<file path="src/rtl/tenyr_pkg.sv">
// Shared definitions for the tenyr execute pipeline: opcode encodings and
// the iterative-multiply control states.
package tenyr_pkg;

   localparam logic [3:0] OP_OR   = 4'h0;
   localparam logic [3:0] OP_AND  = 4'h1;
   localparam logic [3:0] OP_ADD  = 4'h2;
   localparam logic [3:0] OP_MUL  = 4'h3;
   localparam logic [3:0] OP_RSVD = 4'b0100;
   localparam logic [3:0] OP_SHL  = 4'h5;
   localparam logic [3:0] OP_LE   = 4'h6;
   localparam logic [3:0] OP_EQ   = 4'h7;
   localparam logic [3:0] OP_NOR  = 4'h8;
   localparam logic [3:0] OP_NAND = 4'h9;
   localparam logic [3:0] OP_XOR  = 4'hA;
   localparam logic [3:0] OP_SUB  = 4'hB;
   localparam logic [3:0] OP_XNOR = 4'hC;
   localparam logic [3:0] OP_SHR  = 4'hD;
   localparam logic [3:0] OP_GT   = 4'hE;
   localparam logic [3:0] OP_NE   = 4'hF;

   // IDLE accepts new work, RUN iterates the multiplier, HOLD parks a
   // finished product until the pipeline can take it.
   typedef enum logic [1:0] {
      MUL_IDLE,
      MUL_RUN,
      MUL_HOLD
   } mul_state_e;

endpackage

</file>
<file path="src/rtl/tenyr_mul_iter.sv">
// Iterative shift-add multiplier retiring MUL_STEP multiplier bits per cycle.
// The product is available combinationally on the final step (done) and
// stays stable on product afterwards until the next start.
module tenyr_mul_iter #(
   parameter int WIDTH    = 32,
   parameter int MUL_STEP = 4
) (
   input  logic             clk,
   input  logic             reset_n,
   input  logic             start,
   input  logic [WIDTH-1:0] a,
   input  logic [WIDTH-1:0] b,
   output logic             done,
   output logic [WIDTH-1:0] product
);

   localparam int STEPS = WIDTH / MUL_STEP;
   localparam int CW = $clog2(STEPS + 1);
   localparam logic [CW-1:0] LAST = CW'(STEPS - 1);

   logic             running_q;
   logic [CW-1:0]    count_q;
   logic [WIDTH-1:0] acc_q;
   logic [WIDTH-1:0] mcand_q;
   logic [WIDTH-1:0] mplier_q;
   logic [WIDTH-1:0] partial;
   logic [WIDTH-1:0] acc_next;

   assign partial  = mcand_q * WIDTH'(mplier_q[MUL_STEP-1:0]);
   assign acc_next = acc_q + partial;
   assign done     = running_q && (count_q == LAST);
   assign product  = running_q ? acc_next : acc_q;

   // Load operands on start, then fold one digit of the multiplier per cycle.
   always_ff @(posedge clk or posedge reset_n) begin
      if (reset_n) begin
         running_q <= 1'b0;
         count_q   <= '0;
         acc_q     <= '0;
         mcand_q   <= '0;
         mplier_q  <= '0;
      end else if (start) begin
         running_q <= 1'b1;
         count_q   <= '0;
         acc_q     <= '0;
         mcand_q   <= a;
         mplier_q  <= b;
      end else if (running_q) begin
         acc_q    <= acc_next;
         mcand_q  <= mcand_q << MUL_STEP;
         mplier_q <= mplier_q >> MUL_STEP;
         count_q  <= count_q + 1'b1;
         if (done) begin
            running_q <= 1'b0;
         end
      end
   end

endmodule

</file>
<file path="src/rtl/tenyr_exec_pipe.sv">
// tenyr execute unit: computes (X op O) + A through a STAGES-deep result
// pipeline with valid/ready on both sides. Multiplies run on an iterative
// multiplier while the input side is closed, keeping results in order.
// reset_n is asserted high.
module tenyr_exec_pipe
   import tenyr_pkg::*;
#(
   parameter int WIDTH     = 32,
   parameter int IMM_WIDTH = 12,
   parameter int STAGES    = 2,
   parameter int MUL_STEP  = 4,
   parameter int TAG_WIDTH = 4
) (
   input  logic                 clk,
   input  logic                 reset_n,
   input  logic                 in_valid,
   output logic                 in_ready,
   input  logic [3:0]           in_op,
   input  logic                 in_type,
   input  logic [WIDTH-1:0]     in_x,
   input  logic [WIDTH-1:0]     in_y,
   input  logic [IMM_WIDTH-1:0] in_imm,
   input  logic [TAG_WIDTH-1:0] in_tag,
   output logic                 out_valid,
   input  logic                 out_ready,
   output logic [WIDTH-1:0]     out_rhs,
   output logic [TAG_WIDTH-1:0] out_tag,
   output logic                 out_illegal,
   output logic                 busy
);

   typedef struct packed {
      logic                 valid;
      logic [WIDTH-1:0]     rhs;
      logic [TAG_WIDTH-1:0] tag;
      logic                 illegal;
   } stage_t;

   localparam logic [WIDTH-1:0] WIDTH_V = WIDTH'(WIDTH);

   stage_t               stage_q [1:STAGES];
   stage_t               s1_d;
   mul_state_e           state_q;
   mul_state_e           state_d;
   logic                 advance;
   logic                 accept;
   logic                 is_mul;
   logic                 mul_start;
   logic                 mul_done;
   logic [WIDTH-1:0]     mul_product;
   logic [WIDTH-1:0]     mul_a_q;
   logic [TAG_WIDTH-1:0] mul_tag_q;
   logic [WIDTH-1:0]     imm_ext;
   logic [WIDTH-1:0]     opnd_o;
   logic [WIDTH-1:0]     opnd_a;
   logic [WIDTH-1:0]     func;
   logic [WIDTH-1:0]     alu_rhs;

   assign advance   = !stage_q[STAGES].valid || out_ready;
   assign in_ready  = advance && (state_q == MUL_IDLE);
   assign accept    = in_valid && in_ready;
   assign is_mul    = (in_op == OP_MUL);
   assign mul_start = accept && is_mul;
   assign busy      = (state_q != MUL_IDLE);

   assign imm_ext = {{(WIDTH-IMM_WIDTH){in_imm[IMM_WIDTH-1]}}, in_imm};
   assign opnd_o  = in_type ? imm_ext : in_y;
   assign opnd_a  = in_type ? in_y : imm_ext;

   assign out_valid   = stage_q[STAGES].valid;
   assign out_rhs     = stage_q[STAGES].rhs;
   assign out_tag     = stage_q[STAGES].tag;
   assign out_illegal = stage_q[STAGES].illegal;

   tenyr_mul_iter #(
      .WIDTH   (WIDTH),
      .MUL_STEP(MUL_STEP)
   ) u_mul (
      .clk    (clk),
      .reset_n(reset_n),
      .start  (mul_start),
      .a      (in_x),
      .b      (opnd_o),
      .done   (mul_done),
      .product(mul_product)
   );

   // Single-cycle ALU: the X op O term, then A added except for the reserved op.
   always_comb begin
      func = '0;
      case (in_op)
         OP_OR:   func = in_x | opnd_o;
         OP_AND:  func = in_x & opnd_o;
         OP_ADD:  func = in_x + opnd_o;
         OP_SHL:  func = (opnd_o < WIDTH_V) ? (in_x << opnd_o) : '0;
         OP_LE:   func = ($signed(in_x) <= $signed(opnd_o)) ? '1 : '0;
         OP_EQ:   func = (in_x == opnd_o) ? '1 : '0;
         OP_NOR:  func = ~(in_x | opnd_o);
         OP_NAND: func = ~(in_x & opnd_o);
         OP_XOR:  func = in_x ^ opnd_o;
         OP_SUB:  func = in_x - opnd_o;
         OP_XNOR: func = in_x ^ ~opnd_o;
         OP_SHR:  func = (opnd_o < WIDTH_V) ? (in_x >> opnd_o) : '0;
         OP_GT:   func = ($signed(in_x) > $signed(opnd_o)) ? '1 : '0;
         OP_NE:   func = (in_x != opnd_o) ? '1 : '0;
         default: func = '0;
      endcase
      alu_rhs = (in_op == OP_RSVD) ? '0 : func + opnd_a;
   end

   // Multiply FSM next state and the record offered to S1 on the next advance.
   always_comb begin
      state_d = state_q;
      s1_d    = '0;
      case (state_q)
         MUL_IDLE: begin
            if (accept && !is_mul) begin
               s1_d.valid   = 1'b1;
               s1_d.rhs     = alu_rhs;
               s1_d.tag     = in_tag;
               s1_d.illegal = (in_op == OP_RSVD);
            end
            if (mul_start) begin
               state_d = MUL_RUN;
            end
         end
         MUL_RUN: begin
            if (mul_done) begin
               s1_d.valid = 1'b1;
               s1_d.rhs   = mul_product + mul_a_q;
               s1_d.tag   = mul_tag_q;
               state_d    = advance ? MUL_IDLE : MUL_HOLD;
            end
         end
         MUL_HOLD: begin
            s1_d.valid = 1'b1;
            s1_d.rhs   = mul_product + mul_a_q;
            s1_d.tag   = mul_tag_q;
            if (advance) begin
               state_d = MUL_IDLE;
            end
         end
         default: state_d = MUL_IDLE;
      endcase
   end

   // FSM state plus the A operand and tag that ride alongside a multiply.
   always_ff @(posedge clk or posedge reset_n) begin
      if (reset_n) begin
         state_q   <= MUL_IDLE;
         mul_a_q   <= '0;
         mul_tag_q <= '0;
      end else begin
         state_q <= state_d;
         if (mul_start) begin
            mul_a_q   <= opnd_a;
            mul_tag_q <= in_tag;
         end
      end
   end

   // Result pipeline: every stage shifts together on advance, all hold otherwise.
   always_ff @(posedge clk or posedge reset_n) begin
      if (reset_n) begin
         for (int k = 1; k <= STAGES; k++) begin
            stage_q[k] <= '0;
         end
      end else if (advance) begin
         stage_q[1] <= s1_d;
         for (int k = 2; k <= STAGES; k++) begin
            stage_q[k] <= stage_q[k-1];
         end
      end
   end

endmodule
</file>
<file path="config.mk">
export PLATFORM = sky130hd
export DESIGN_NAME = tenyr_exec_pipe
export DESIGN_NICKNAME = d
export VERILOG_FILES = /design/src/rtl/tenyr_pkg.sv /design/src/rtl/tenyr_mul_iter.sv /design/src/rtl/tenyr_exec_pipe.sv
export SDC_FILE = /design/constraint.sdc
export NUM_CORES = 2
export LEC_CHECK = 0
export ABC_AREA = 1
export CORE_MARGIN = 4
export CORE_UTILIZATION = 63
export CTS_CLUSTER_SIZE = 14
export DETAILED_ROUTE_END_ITERATION = 10
export GPL_TIMING_DRIVEN = 1
export HOLD_SLACK_MARGIN = 0.1
export PLACE_DENSITY = 0.86
export SLEW_MARGIN = 0
export SYNTH_ARGS = -nofsm -noshare
export SYNTH_HDL_FRONTEND = slang
export SYNTH_SLANG_ARGS = --single-unit
export TNS_END_PERCENT = 5
</file>
<file path="constraint.sdc">
create_clock -name clk -period 12 [get_ports clk]
set_clock_uncertainty 0.2 [all_clocks]
set_input_delay 3.6 -clock clk [delete_from_list [all_inputs] [get_ports clk]]
set_output_delay 3.6 -clock clk [all_outputs]
set_load 0.01 [all_outputs]
</file>
==> metrics.cfg <==
[worst_setup_path]
critPathLaunchType = primary input
cp.arrival_ps = 10620
critPathMostFrequentCell = nand2_1
path_class = primary input to flop
crit_fanout = 30
r2r_cells = 36
slowest_stage = a2111oi_0
max_stage_delay_ps = 600
end_kind = flop
crit_required_ps = 12240

[detailed_routing]
wirelength_microns = 110900
routedWlPerCell_microns = 23.63
vias_per_cell = 6.443
num_vias = 30240
ant_nets = 0
drtIter0Drc = 4368
drc = 0
drt_pass1_iterations = 7

[floorplanning]
core_area_sq_mm = 0.04195
dieHeight_microns = 214.0
die_w_microns = 214.0
start_util = 0.6370
dieArea_sq_mm = 0.04577
rows = 75
io_pins = 129

[place]
port_buffers = 128
place_congestion = 1.174
dpl.hpwl_microns = 84410

[clocking]
cts_root_buffer = clkbuf_16
cts_hold_buf = 0
tritoncts = built
cts.clk_slew.worst_paths_ps = 70
ctsResizeCount = 0
cts_max_level = 1
cts_buffers = 24
post_cts_buffers = 0
clock_sinks = 215
clk-insertion-delay-late_ps = 560
cts_max_path_buffers = 3

[timing]
fin_crit_sh = 0.8649
min_period_ps = 10380
setup_viol = 0
tightest_slew_ps = 1086
rsz0062_at_grt = false
hold_viol = 0
finalMaxSlewViolations = 0
tns_ps = 0
fmaxAchievable_mhz = 96.35
max_slew_margin = 0.2686

[global_route]
grt_max_degree = 96
groute.usage.overall = 0.4667
grt_pass1_wl_microns = 168300
grtUsageMet1 = 0.5924
antenna_found_initial = 2
gr-usage-met3 = 0.1136
busiest_layer = met2
use_met2 = 0.7096
grt_pass1_vias = 28620
overflow = 0

[logic_synthesis]
ys_types = 60
ys.flop_type = dfrtp_1
yosysSeqAreaShare = 0.2013
synth.top_cell.area_share = 0.2013
syn_inst = 4180
syn_area_per_cell_sq_um = 6.393
synthTopCellsByArea = dfrtp_1 20%, nand2_1 17%, ha_1 9.1%, inv_1 7.8%, fa_1 6.7%
syn_nets = 4554
syn_area_sq_mm = 0.02672
yosysWarnings = 0
synth-edff-count = 0
synth_top_area_cell = dfrtp_1
ys_async_sr_fraction = 1.000
synth_seq_cells = 215

[flow_run]
maxCapViolations = 0

[finish]
layout-drive-gt1-share = 0.03226
num_antenna_cells = 0
layout_commonest_cell = nand2_1
n_fill_cell = 3603
layout_common_cells = 1193 x nand2_1, 556 x inv_1, 314 x o21ai_0
nets = 4512
area_growth_pct = 7.468

[pwr]
power.leakage_nw = 15.02
finalPower_w = 0.005118
p_per_area_mw_per_mm2 = 178.2
peakVddDrop_mv = 0.1634

[hold_path]
min-delay-path-class = flop to flop
holdPathStages = 2

[status]
status = complete, no violations

-- path summary, 6_finish.rpt --
check	from	end	slack [ps]
max reg2reg	u_mul.mplier_q[1]	stage_q[74]	4520
min reg2reg	stage_q[75]	out_valid	280
min in group asynchronous	reset_n	out_tag[3]	3390
max in group asynchronous	reset_n	mul_a_q[25]	6720
max	in_type	stage_q[70]	1620
min	stage_q[75]	out_valid	280
-- per-stage QoR --
stage | util | cells | instance area [sq um] | setup slack [ps] | hold WS (ps)
floorplan | - | 4180 | 26720 | 2321 | 219.8
global placement | 0.6655 | 4651 | 27910 | 1620 | 239.2
detailed placement | 0.6655 | 4651 | 27910 | 1361 | 229.7
CTS | 0.6846 | 4693 | 28720 | 1931 | 272.5
global route | 0.6846 | 4693 | 28720 | 1111 | 322.0
finish | 0.6846 | 4693 | 28720 | 1621 | 279.0
-- Yosys cell counts, types with 13 or more instances --
master        n
fa_1         90
o211ai_1     60
xor2_1       73
buf_4        39
clkbuf_1    132
o22ai_1      45
a211oi_1     15
a21o_1       23
a31oi_1      51
nand3_1     237
nand4_1      34
o2111ai_1    22
or2_2        19
dfrtp_1     215
o21ai_0     316
a21oi_1     282
inv_1       557
xnor2_1      20
ha_1        195
nor2_1      264
buf_1        27
nor3_1       24
buf_2        29
nand2_1    1193
o21ai_1      58
a221oi_1     28
o21a_1       13
-- cell type report --
class                   instances  area, sq um  share of cell area
flip-flops and latches        215         5381              0.1874
inverters                     571         2156             0.07507
repair buffers                165         1554             0.05411
clock buffers                  33        684.4             0.02383
multi-input cells            3161        18150              0.6320
well taps                     539        674.4             0.02348
clock inverters                 9        118.9            0.004139
-- kinds of logic (layout without fill, tap and decap cells) --
logic type | count (synthesis) | in the layout | synth area share
mux | 3 | 3 | 0.001124
simple gates | 1807 | 1807 | 0.2750
fa+ha+maj | 285 | 285 | 0.1587
buf+inv | 804 | 778 | 0.1216
flops | 215 | 215 | 0.2013
xor+xnor | 93 | 93 | 0.03048
compound gates | 973 | 973 | 0.2117
-- routing by layer --
metal	up-vias	wire length, microns
met5	-	17
met4	2	9436
met3	523	13950
met2	2254	46980
met1	13850	40510
li1	13610	-
-- flip-flops by register name, indices dropped and copies added (netlist names) --
signal           flops
u_mul.running_q      1
state_q              2
mul_a_q             32
out_tag              4
mul_tag_q            4
u_mul.acc_q         32
out_illegal          1
u_mul.mcand_q       32
out_rhs             32
stage_q             38
out_valid            1
u_mul.count_q        4
u_mul.mplier_q      32
-- worst max-delay path, delay by kind of cell --
| kind | cells | cell delay, ps |
|---|---|---|
| and+or+nand+nor | 13 | 1240 |
| buffers and inverters | 9 | 2200 |
| adders and majority gates | 2 | 930 |
| AOI/OAI and AO/OA | 10 | 2620 |
-- report_power, final --
group	internal (W)	switching, W
combinational	0.00105	0.00202
sequential	0.000999	0.000268
clock	0.000444	0.000336
total	0.00249	0.00263
Power figures use the tool's default switching activity.
